$ cat config.mk
export PLATFORM = sky130hd
export DESIGN_NAME = spike_rate_encoder
export DESIGN_NICKNAME = d
export VERILOG_FILES = /design/src/rtl/spike_rate_encoder.sv
export SDC_FILE = /design/constraint.sdc
export NUM_CORES = 1
export LEC_CHECK = 0
export BUFFER_PORTS_ARGS = -buffer_cell sky130_fd_sc_hd__buf_2
export CORE_ASPECT_RATIO = 0.6
export CORE_MARGIN = 3
export CORE_UTILIZATION = 55
export CTS_BUF_LIST = sky130_fd_sc_hd__clkbuf_8
export CTS_CLUSTER_SIZE = 14
export DETAILED_ROUTE_END_ITERATION = 8
export PLACE_DENSITY_LB_ADDON = 0.05
export SLEW_MARGIN = 20
export SYNTH_ARGS = -nofsm -noshare
export SYNTH_HDL_FRONTEND = slang
export SYNTH_SLANG_ARGS = --single-unit
$ cat constraint.sdc
create_clock -name clk -period 2.6 [get_ports clk]
set_clock_uncertainty 0.15 [all_clocks]
set_input_delay 0.52 -clock clk [delete_from_list [all_inputs] [get_ports clk]]
set_output_delay 0.52 -clock clk [all_outputs]
set_load 0.02 [all_outputs]
$ cat src/rtl/spike_rate_encoder.sv
// spike_rate_encoder: turns a W-bit intensity into a spike train over a window
// of 2^W steps. Deterministic mode spreads exactly v spikes evenly using an
// accumulator carry; stochastic mode fires when an LFSR sample is below v.
//
// state | meaning
// IDLE  | waiting for an intensity; in_ready high
// RUN   | one coding step per clock, 2^W steps total
// DONE  | window complete; window_done pulses for this one cycle
module spike_rate_encoder #(
   parameter int          W         = 8,
   parameter logic [15:0] LFSR_SEED = 16'hACE1
) (
   input  logic         clk,
   input  logic         rst,
   input  logic [W-1:0] in_data,
   input  logic         in_valid,
   output logic         in_ready,
   input  logic         mode_stoch,
   input  logic         abort,
   output logic         spike_out,
   output logic         busy,
   output logic         window_done,
   output logic [W:0]   spike_cnt
);

   typedef enum logic [1:0] {
      IDLE = 2'd0,
      RUN  = 2'd1,
      DONE = 2'd2
   } state_t;

   localparam logic [W-1:0] STEP_LAST = {W{1'b1}};
   localparam logic [W:0]   CNT_MAX   = {(W+1){1'b1}};

   state_t       state_q, state_d;
   logic [W-1:0] v_q, v_d;
   logic         mode_q, mode_d;
   logic [W-1:0] acc_q, acc_d;
   logic [W-1:0] step_q, step_d;
   logic [W:0]   cnt_q, cnt_d;
   logic         spike_q, spike_d;
   logic [15:0]  lfsr_q, lfsr_d;

   logic         accept;
   logic [W:0]   sum;
   logic         step_spike;

   assign accept = in_valid && (state_q == IDLE);

   // State register
   always_ff @(posedge clk) begin
      if (rst) begin
         state_q <= IDLE;
      end else begin
         state_q <= state_d;
      end
   end

   // Next-state logic; abort only matters once a window is running
   always_comb begin
      state_d = state_q;
      case (state_q)
         IDLE:    if (accept) state_d = RUN;
         RUN: begin
            if (abort)                     state_d = IDLE;
            else if (step_q == STEP_LAST)  state_d = DONE;
         end
         DONE:    state_d = IDLE;
         default: state_d = IDLE;
      endcase
   end

   // Decoded status outputs
   always_comb begin
      in_ready    = (state_q == IDLE);
      busy        = (state_q == RUN);
      window_done = (state_q == DONE);
   end

   // Coding step: carry of acc+v, or LFSR sample below v
   always_comb begin
      sum        = {1'b0, acc_q} + {1'b0, v_q};
      step_spike = mode_q ? (lfsr_q[W-1:0] < v_q) : sum[W];
   end

   // Datapath next values
   always_comb begin
      v_d     = v_q;
      mode_d  = mode_q;
      acc_d   = acc_q;
      step_d  = step_q;
      cnt_d   = cnt_q;
      spike_d = spike_q;
      lfsr_d  = {lfsr_q[0] ^ lfsr_q[2] ^ lfsr_q[3] ^ lfsr_q[5], lfsr_q[15:1]};
      case (state_q)
         IDLE: begin
            spike_d = 1'b0;
            if (accept) begin
               v_d    = in_data;
               mode_d = mode_stoch;
               acc_d  = '0;
               step_d = '0;
               cnt_d  = '0;
            end
         end
         RUN: begin
            if (abort) begin
               spike_d = 1'b0;
            end else begin
               spike_d = step_spike;
               step_d  = step_q + 1'b1;
               if (!mode_q) acc_d = sum[W-1:0];
               if (step_spike && (cnt_q != CNT_MAX)) cnt_d = cnt_q + 1'b1;
            end
         end
         DONE:    spike_d = 1'b0;
         default: spike_d = 1'b0;
      endcase
   end

   // Datapath registers; reset wins over every state action
   always_ff @(posedge clk) begin
      if (rst) begin
         v_q     <= '0;
         mode_q  <= 1'b0;
         acc_q   <= '0;
         step_q  <= '0;
         cnt_q   <= '0;
         spike_q <= 1'b0;
         lfsr_q  <= LFSR_SEED;
      end else begin
         v_q     <= v_d;
         mode_q  <= mode_d;
         acc_q   <= acc_d;
         step_q  <= step_d;
         cnt_q   <= cnt_d;
         spike_q <= spike_d;
         lfsr_q  <= lfsr_d;
      end
   end

   assign spike_out = spike_q;
   assign spike_cnt = cnt_q;

endmodule

Yosys cells after proc, flatten, opt, wreduce, memory -nomap -nowiden
Cells that the tools add are included.

Bits in registers: 53. Input port bits: 13. Output and inout port bits: 13.

Add/subtract/negate cells: 3. $lt $le $gt $ge: 1. Eq/ne operators: 9. Multiplexer cells: 15. Bitwise operators: 4. Reduce and logical (&&, ||, !) cells: 10.

Operator list (count): two-way mux 8 bit (4); one-hot mux 8 bit (2 select lines) (2); two-way mux 9 bit (3); one-hot mux 9 bit (2 select lines) (1); adder 8 x 8 -> 9 bit (1); adder 9 x 1 -> 9 bit, second input constant (1); inequality test 9 bit, second input constant (1); adder 8 x 1 -> 8 bit, second input constant (1); equality test 8 bit, second input constant (1); less-than comparator 8 bit (1); AND reduction 4 bit (2); two-way mux 2 bit (3); inequality test 2 x 1 -> 1 bit, second input constant (2); inequality test 2 bit, second input constant (2); one-hot mux 2 bit (2 select lines) (1); AND reduction 2 bit (2); inequality test 3 x 2 -> 1 bit, second input constant (1); AND reduction 3 bit (1); OR reduction 3 bit (1); XOR 1 bit (3); equality test 2 x 1 -> 1 bit, second input constant (1); equality test 2 bit, second input constant (1); logical AND 1 bit (2); zero test 2 bit (1); other kinds (3) (3).

Logic depth before layout (Yosys ltp)
Depth in word-level cells: 6. Depth in mapped cells: 10. Gate-level depth less buffers: 10.

Worst setup path after synthesis
Ideal clock, no wire load.

Path type: reg2reg. Start point: register v_q[0]. End point: register cnt_q[5], in the netlist spike_cnt[5]. Library setup time: 0.128 ns. Arrival time: 2.339 ns. Data required time: 2.322 ns. Slack: -0.018 ns. Cell stages (with the launch flop): 11. Buffers on the path: 0. Clock period less this slack: 2.618 ns. Path through: dfxtp_1 -> ha_1 -> inv_1 -> fa_1 -> nand2b_1 -> a21oi_2 -> nor3_1 -> o32a_1 -> or4_1 -> o2111ai_1 -> o31ai_2.

Word-level cells in the longest chain between the ends: 5.

RTL lines: start: declaration (RTL line 36) `logic [W-1:0] v_q, v_d;`; start signal: assignment (RTL line 132) `v_q <= v_d;`; adder 8 x 8 -> 9 bit or less-than comparator 8 bit (tied branches) (RTL line 82, 83); two-way mux 1 bit (*) (RTL line 83) `step_spike = mode_q ? (lfsr_q[W-1:0] < v_q) : sum[W];`; logical AND 1 bit (*) (RTL line 113) `if (step_spike && (cnt_q != CNT_MAX)) cnt_d = cnt_q + 1'b1;`; inequality test 2 x 1 -> 1 bit (no line) (*); AND reduction 4 bit (no line) (*); end signal: assignment (RTL line 136) `cnt_q <= cnt_d;`; end: declaration (RTL line 40) `logic [W:0] cnt_q, cnt_d;`.

Every way passes the cells marked *; elsewhere a longest branch is shown, timed or not. A chain may end at the register's enable or synchronous reset.

Worst setup path after layout
Start point: register acc_q[0]. End point: register cnt_q[5], in the netlist spike_cnt[5].

Word-level cells in the longest chain between the ends: 5.

RTL lines: start: declaration (RTL line 38) `logic [W-1:0] acc_q, acc_d;`; start signal: assignment (RTL line 126) `acc_q <= '0;`; start signal: assignment (RTL line 134) `acc_q <= acc_d;`; adder 8 x 8 -> 9 bit (RTL line 82) `sum = {1'b0, acc_q} + {1'b0, v_q};`; two-way mux 1 bit (RTL line 83); logical AND 1 bit (RTL line 113); inequality test 2 x 1 -> 1 bit (no line); AND reduction 4 bit (no line).

Every way passes these cells.

==> out/qor.log <==
[setup_path] required time of the critical path 2.69 ns
[synthesis] largest family of logic cells by synthesized area simple AND/OR/NAND/NOR gates
[synthesis] flip-flop and latch count after synthesis 53
[floorplan] cell row count 18
[setup_path] critical path cell sequence ha_4 -> inv_2 -> fa_2 -> nand2b_4 -> a21oi_4 -> nor3_2 -> o32a_1 -> or2_4 -> or3_4 -> o31ai_2
[sta] pin slew with the least headroom to its limit 0.3866 ns
[layout] # fillers 348
[clock_network] later-pin clock latency in the skew report 0.31 ns
[sta] min Tclk post-route 2.582 ns
[route] routed vias/inst 5.319
[synthesis] parity-gate share of the synthesized area counting xor and xnor cells 3.883%
[setup_path] kind of capture point of the worst setup path flip-flop
[setup_path] data arrival time of the critical path 2.67 ns
[synthesis] share of the synthesized area in compound gates (AO/OA/AOI/OAI) 15.53%
[layout] storage element area 0.001064 mm²
[floorplan] I/O Pins 26
[route] detailed-route wire length per cell 13.96 µm
[synthesis] commonest cells in the netlist sky130_fd_sc_hd__dfxtp_1, sky130_fd_sc_hd__nand2_1, sky130_fd_sc_hd__nor2_1, sky130_fd_sc_hd__a21oi_1, sky130_fd_sc_hd__ha_1
[clock_network] TritonCTS clock tree built
[synthesis] Unique masters post-synth 47
[route] Total Wirelength 5.473 mm
[layout] end-of-flow core utilization 69.44%
[grt] vias in the first global route 1851
[floorplan] die height 58.03 µm
[route] total via count in the routed design 2085
[sta] final critical-path share of the clock period 99.32%
[place] Place WS -0.08427 ns
[layout] combined area of the multi-input logic cells 0.001428 mm²
[clock_network] quantity of hold-fixing buffers added after cts 0
[synthesis] total number of yosys warnings 0
[synthesis] leading cell types by total area after synthesis sky130_fd_sc_hd__dfxtp_1, sky130_fd_sc_hd__ha_1, sky130_fd_sc_hd__nand2_1, sky130_fd_sc_hd__a21oi_1, sky130_fd_sc_hd__nor2_1
[sta] unrepaired setup endpoints after global routing true
[power_and_ir_drop] Pwr per Cell Area 507.8 mW/mm²
[sta] final number of max-transition violations 0
[synthesis] total standard cell area after synthesis 0.002481 mm²
[synthesis] share of flip-flops with an asynchronous set or reset after synthesis 0%
[layout] fraction of layout cells with a size suffix above 1 22.29%
[synthesis] multiplexer fraction of the synthesized cell area 0.4539%
[layout] synthesis-to-layout area growth 18.51%
[synthesis] Synth top area share 42.76%
[place] # placed instances 380
[synthesis] average size of a mapped cell 8.526 µm²
[synthesis] cell type with the largest total area after synthesis sky130_fd_sc_hd__dfxtp_1
[power_and_ir_drop] VDD IR max 0.0002652 V
[synthesis] Post-Synth Simple-Gate Area 24.61%
[synthesis] most frequent cell after synthesis sky130_fd_sc_hd__dfxtp_1
[layout] Ant. Diodes 0
[clock_network] Root Driver sky130_fd_sc_hd__clkbuf_8
[synthesis] post-synthesis cell count 291
[sta] worst max-slew margin expressed relative to the limit 74.13%
[grt] global-route wire length before repair 9.121 mm
[route] 1st-iter DRT viols 84
[route] DRC violations left 0
[floorplan] effective utilization at floorplan 58.60%
[sta] final setup violation count 0
[route] DRT antenna net count 0
[floorplan] placeable core region 0.004234 mm²
[layout] nets@finish 363
[route] number of optimization iterations in the first detailed-route pass 4
[grt] pin count of the biggest net entering global routing 37
[layout] number of non-filler instances in the completed layout 392
[synthesis] most common flop cell mapped by yosys sky130_fd_sc_hd__dfxtp_1
[place] RD Place Congestion 0.8050
[sta] Final Hold Viols 0
[run_status] status complete, no violations
[synthesis] adder-cell share of the synthesized area 9.884%
[floorplan] die width 92.71 µm
[place] input/output buffers 25
[grt] gr ovfl total 0
[job] Max Cap Violations 0
[synthesis] Seq/Total Area, Yosys 42.76%
[power_and_ir_drop] leakage component of the power 0.001231 µW
[place] half-perimeter wire length of the detailed placement result 3.935 mm
[clock_network] Max Buffers Root-to-Sink 2
[setup_path] Crit Path Category flip-flop to flip-flop
[setup_path] cell at the slowest stage of the critical path sky130_fd_sc_hd__or3_4
[synthesis] Post-synth EDFFs 0
[clock_network] CTS buffer count 5
[sta] fin worst setup slack 0.01759 ns
[setup_path] startpoint types flip-flop
[setup_path] maximum single-stage delay on the critical path 0.39 ns
[grt] total routing resource utilization after global routing 21.64%
[grt] number of antenna violations at the first check in global routing 0
[clock_network] htree depth 2
[clock_network] clock slew seen by the registers of the worst setup and hold paths 0.10 ns
[hold_path] type of the most critical hold path flip-flop to flip-flop
[floorplan] full die area 0.005380 mm²
[sta] highest clock frequency the design can meet 387.2 MHz
[clock_network] clock sink total 53
[setup_path] worst path bufs/invs 1
[setup_path] family of cells with the greatest summed delay on the critical path simple AND/OR/NAND/NOR gates
[setup_path] peak fanout along the critical path 5
[synthesis] Synth Net Count 323
worst reg2reg max path, stage by stage, from the launching register on:
cell,delay (ns)
sky130_fd_sc_hd__dfxtp_2,0.36
sky130_fd_sc_hd__ha_4,0.14
sky130_fd_sc_hd__inv_2,0.03
sky130_fd_sc_hd__fa_2,0.34
sky130_fd_sc_hd__nand2b_4,0.16
sky130_fd_sc_hd__a21oi_4,0.14
sky130_fd_sc_hd__nor3_2,0.05
sky130_fd_sc_hd__o32a_1,0.32
sky130_fd_sc_hd__or2_4,0.27
sky130_fd_sc_hd__or3_4,0.39
sky130_fd_sc_hd__o31ai_2,0.17
registers in the layout, indices dropped and copies added, names as in the netlist:
| signal | flops |
|---|---|
| mode_q | 1 |
| lfsr_q | 16 |
| v_q | 8 |
| spike_out | 1 |
| spike_cnt | 9 |
| step_q | 8 |
| acc_q | 8 |
| state_q | 2 |
layer usage:
layer  track usage, %  wire length (µm)  vias up
li1                 -                 -     1083
met1            34.66              2999      944
met2            28.04              2053       51
met3            5.447               363        7
met4            6.054                56        0
met5                0                 0        -
path summary, 6_finish.rpt:
kind	slack [ns]	to	depth (start not counted)	start
worst max-delay path	0.02	spike_cnt[5]$_SDFFE_PP0P_	10	acc_q[0]$_SDFFE_PP0P_
worst min register to register	0.26	lfsr_q[13]$_SDFF_PP1_	1	lfsr_q[14]$_SDFF_PP0_
worst max register to register	0.02	spike_cnt[5]$_SDFFE_PP0P_	10	acc_q[0]$_SDFFE_PP0P_
worst min-delay path	0.26	lfsr_q[13]$_SDFF_PP1_	1	lfsr_q[14]$_SDFF_PP0_
report_power, final:
| group | internal (µW) | leakage (µW) | switching [µW] | total [µW] |
|---|---|---|---|---|
| sequential | 840 | 0.000434 | 16.6 | 857 |
| clock | 186 | 0.0000416 | 280 | 467 |
| combinational | 69.6 | 0.000756 | 100 | 170 |
placed cells by master (no fill, tap or decap), types with 10 or more instances in the layout:
| cell type | instances |
|---|---|
| sky130_fd_sc_hd__a21oi_1 | 29 |
| sky130_fd_sc_hd__nor2b_1 | 10 |
| sky130_fd_sc_hd__buf_2 | 25 |
| sky130_fd_sc_hd__ha_1 | 17 |
| sky130_fd_sc_hd__buf_4 | 14 |
| sky130_fd_sc_hd__inv_1 | 12 |
| sky130_fd_sc_hd__nor2_1 | 30 |
| sky130_fd_sc_hd__nand2_1 | 40 |
| sky130_fd_sc_hd__nand3_1 | 11 |
| sky130_fd_sc_hd__dfxtp_1 | 51 |
final cells by class:
class | instances | share of cell area, %
clock buffers | 5 | 2.340
well taps | 60 | 2.553
multi-input cells | 219 | 48.55
repair buffers | 40 | 8.213
flip-flops and latches | 53 | 36.17
clock inverters | 3 | 0.6383
inverters | 12 | 1.532
per-stage QoR:
stage                     area [µm²]  setup TNS (ns)  total power [µW]  hold WS, ns
after floorplan                 2512               0             980.0       0.2395
after global placement          2769         -0.1127              1035       0.2410
after detailed placement        2769         -0.2042              1038       0.2423
after CTS                       2877               0              1501       0.2666
after global routing            2940         -0.1881              1562       0.2746
final                           2940               0              1493       0.2647
what timing repair did:
action                     4_1_cts  5_1_grt
setup buffers                    2        2
setup endpoints to repair        6        8
resized for setup                2       10
pin swaps                        4        1
kinds of logic after synthesis:
logic type / count (synthesis)
compound gates: 61
simple gates: 127
fa+ha+maj: 19
xor+xnor: 11
flops: 53
buf+inv: 19
mux: 1
(Power assumes the default switching activity.)
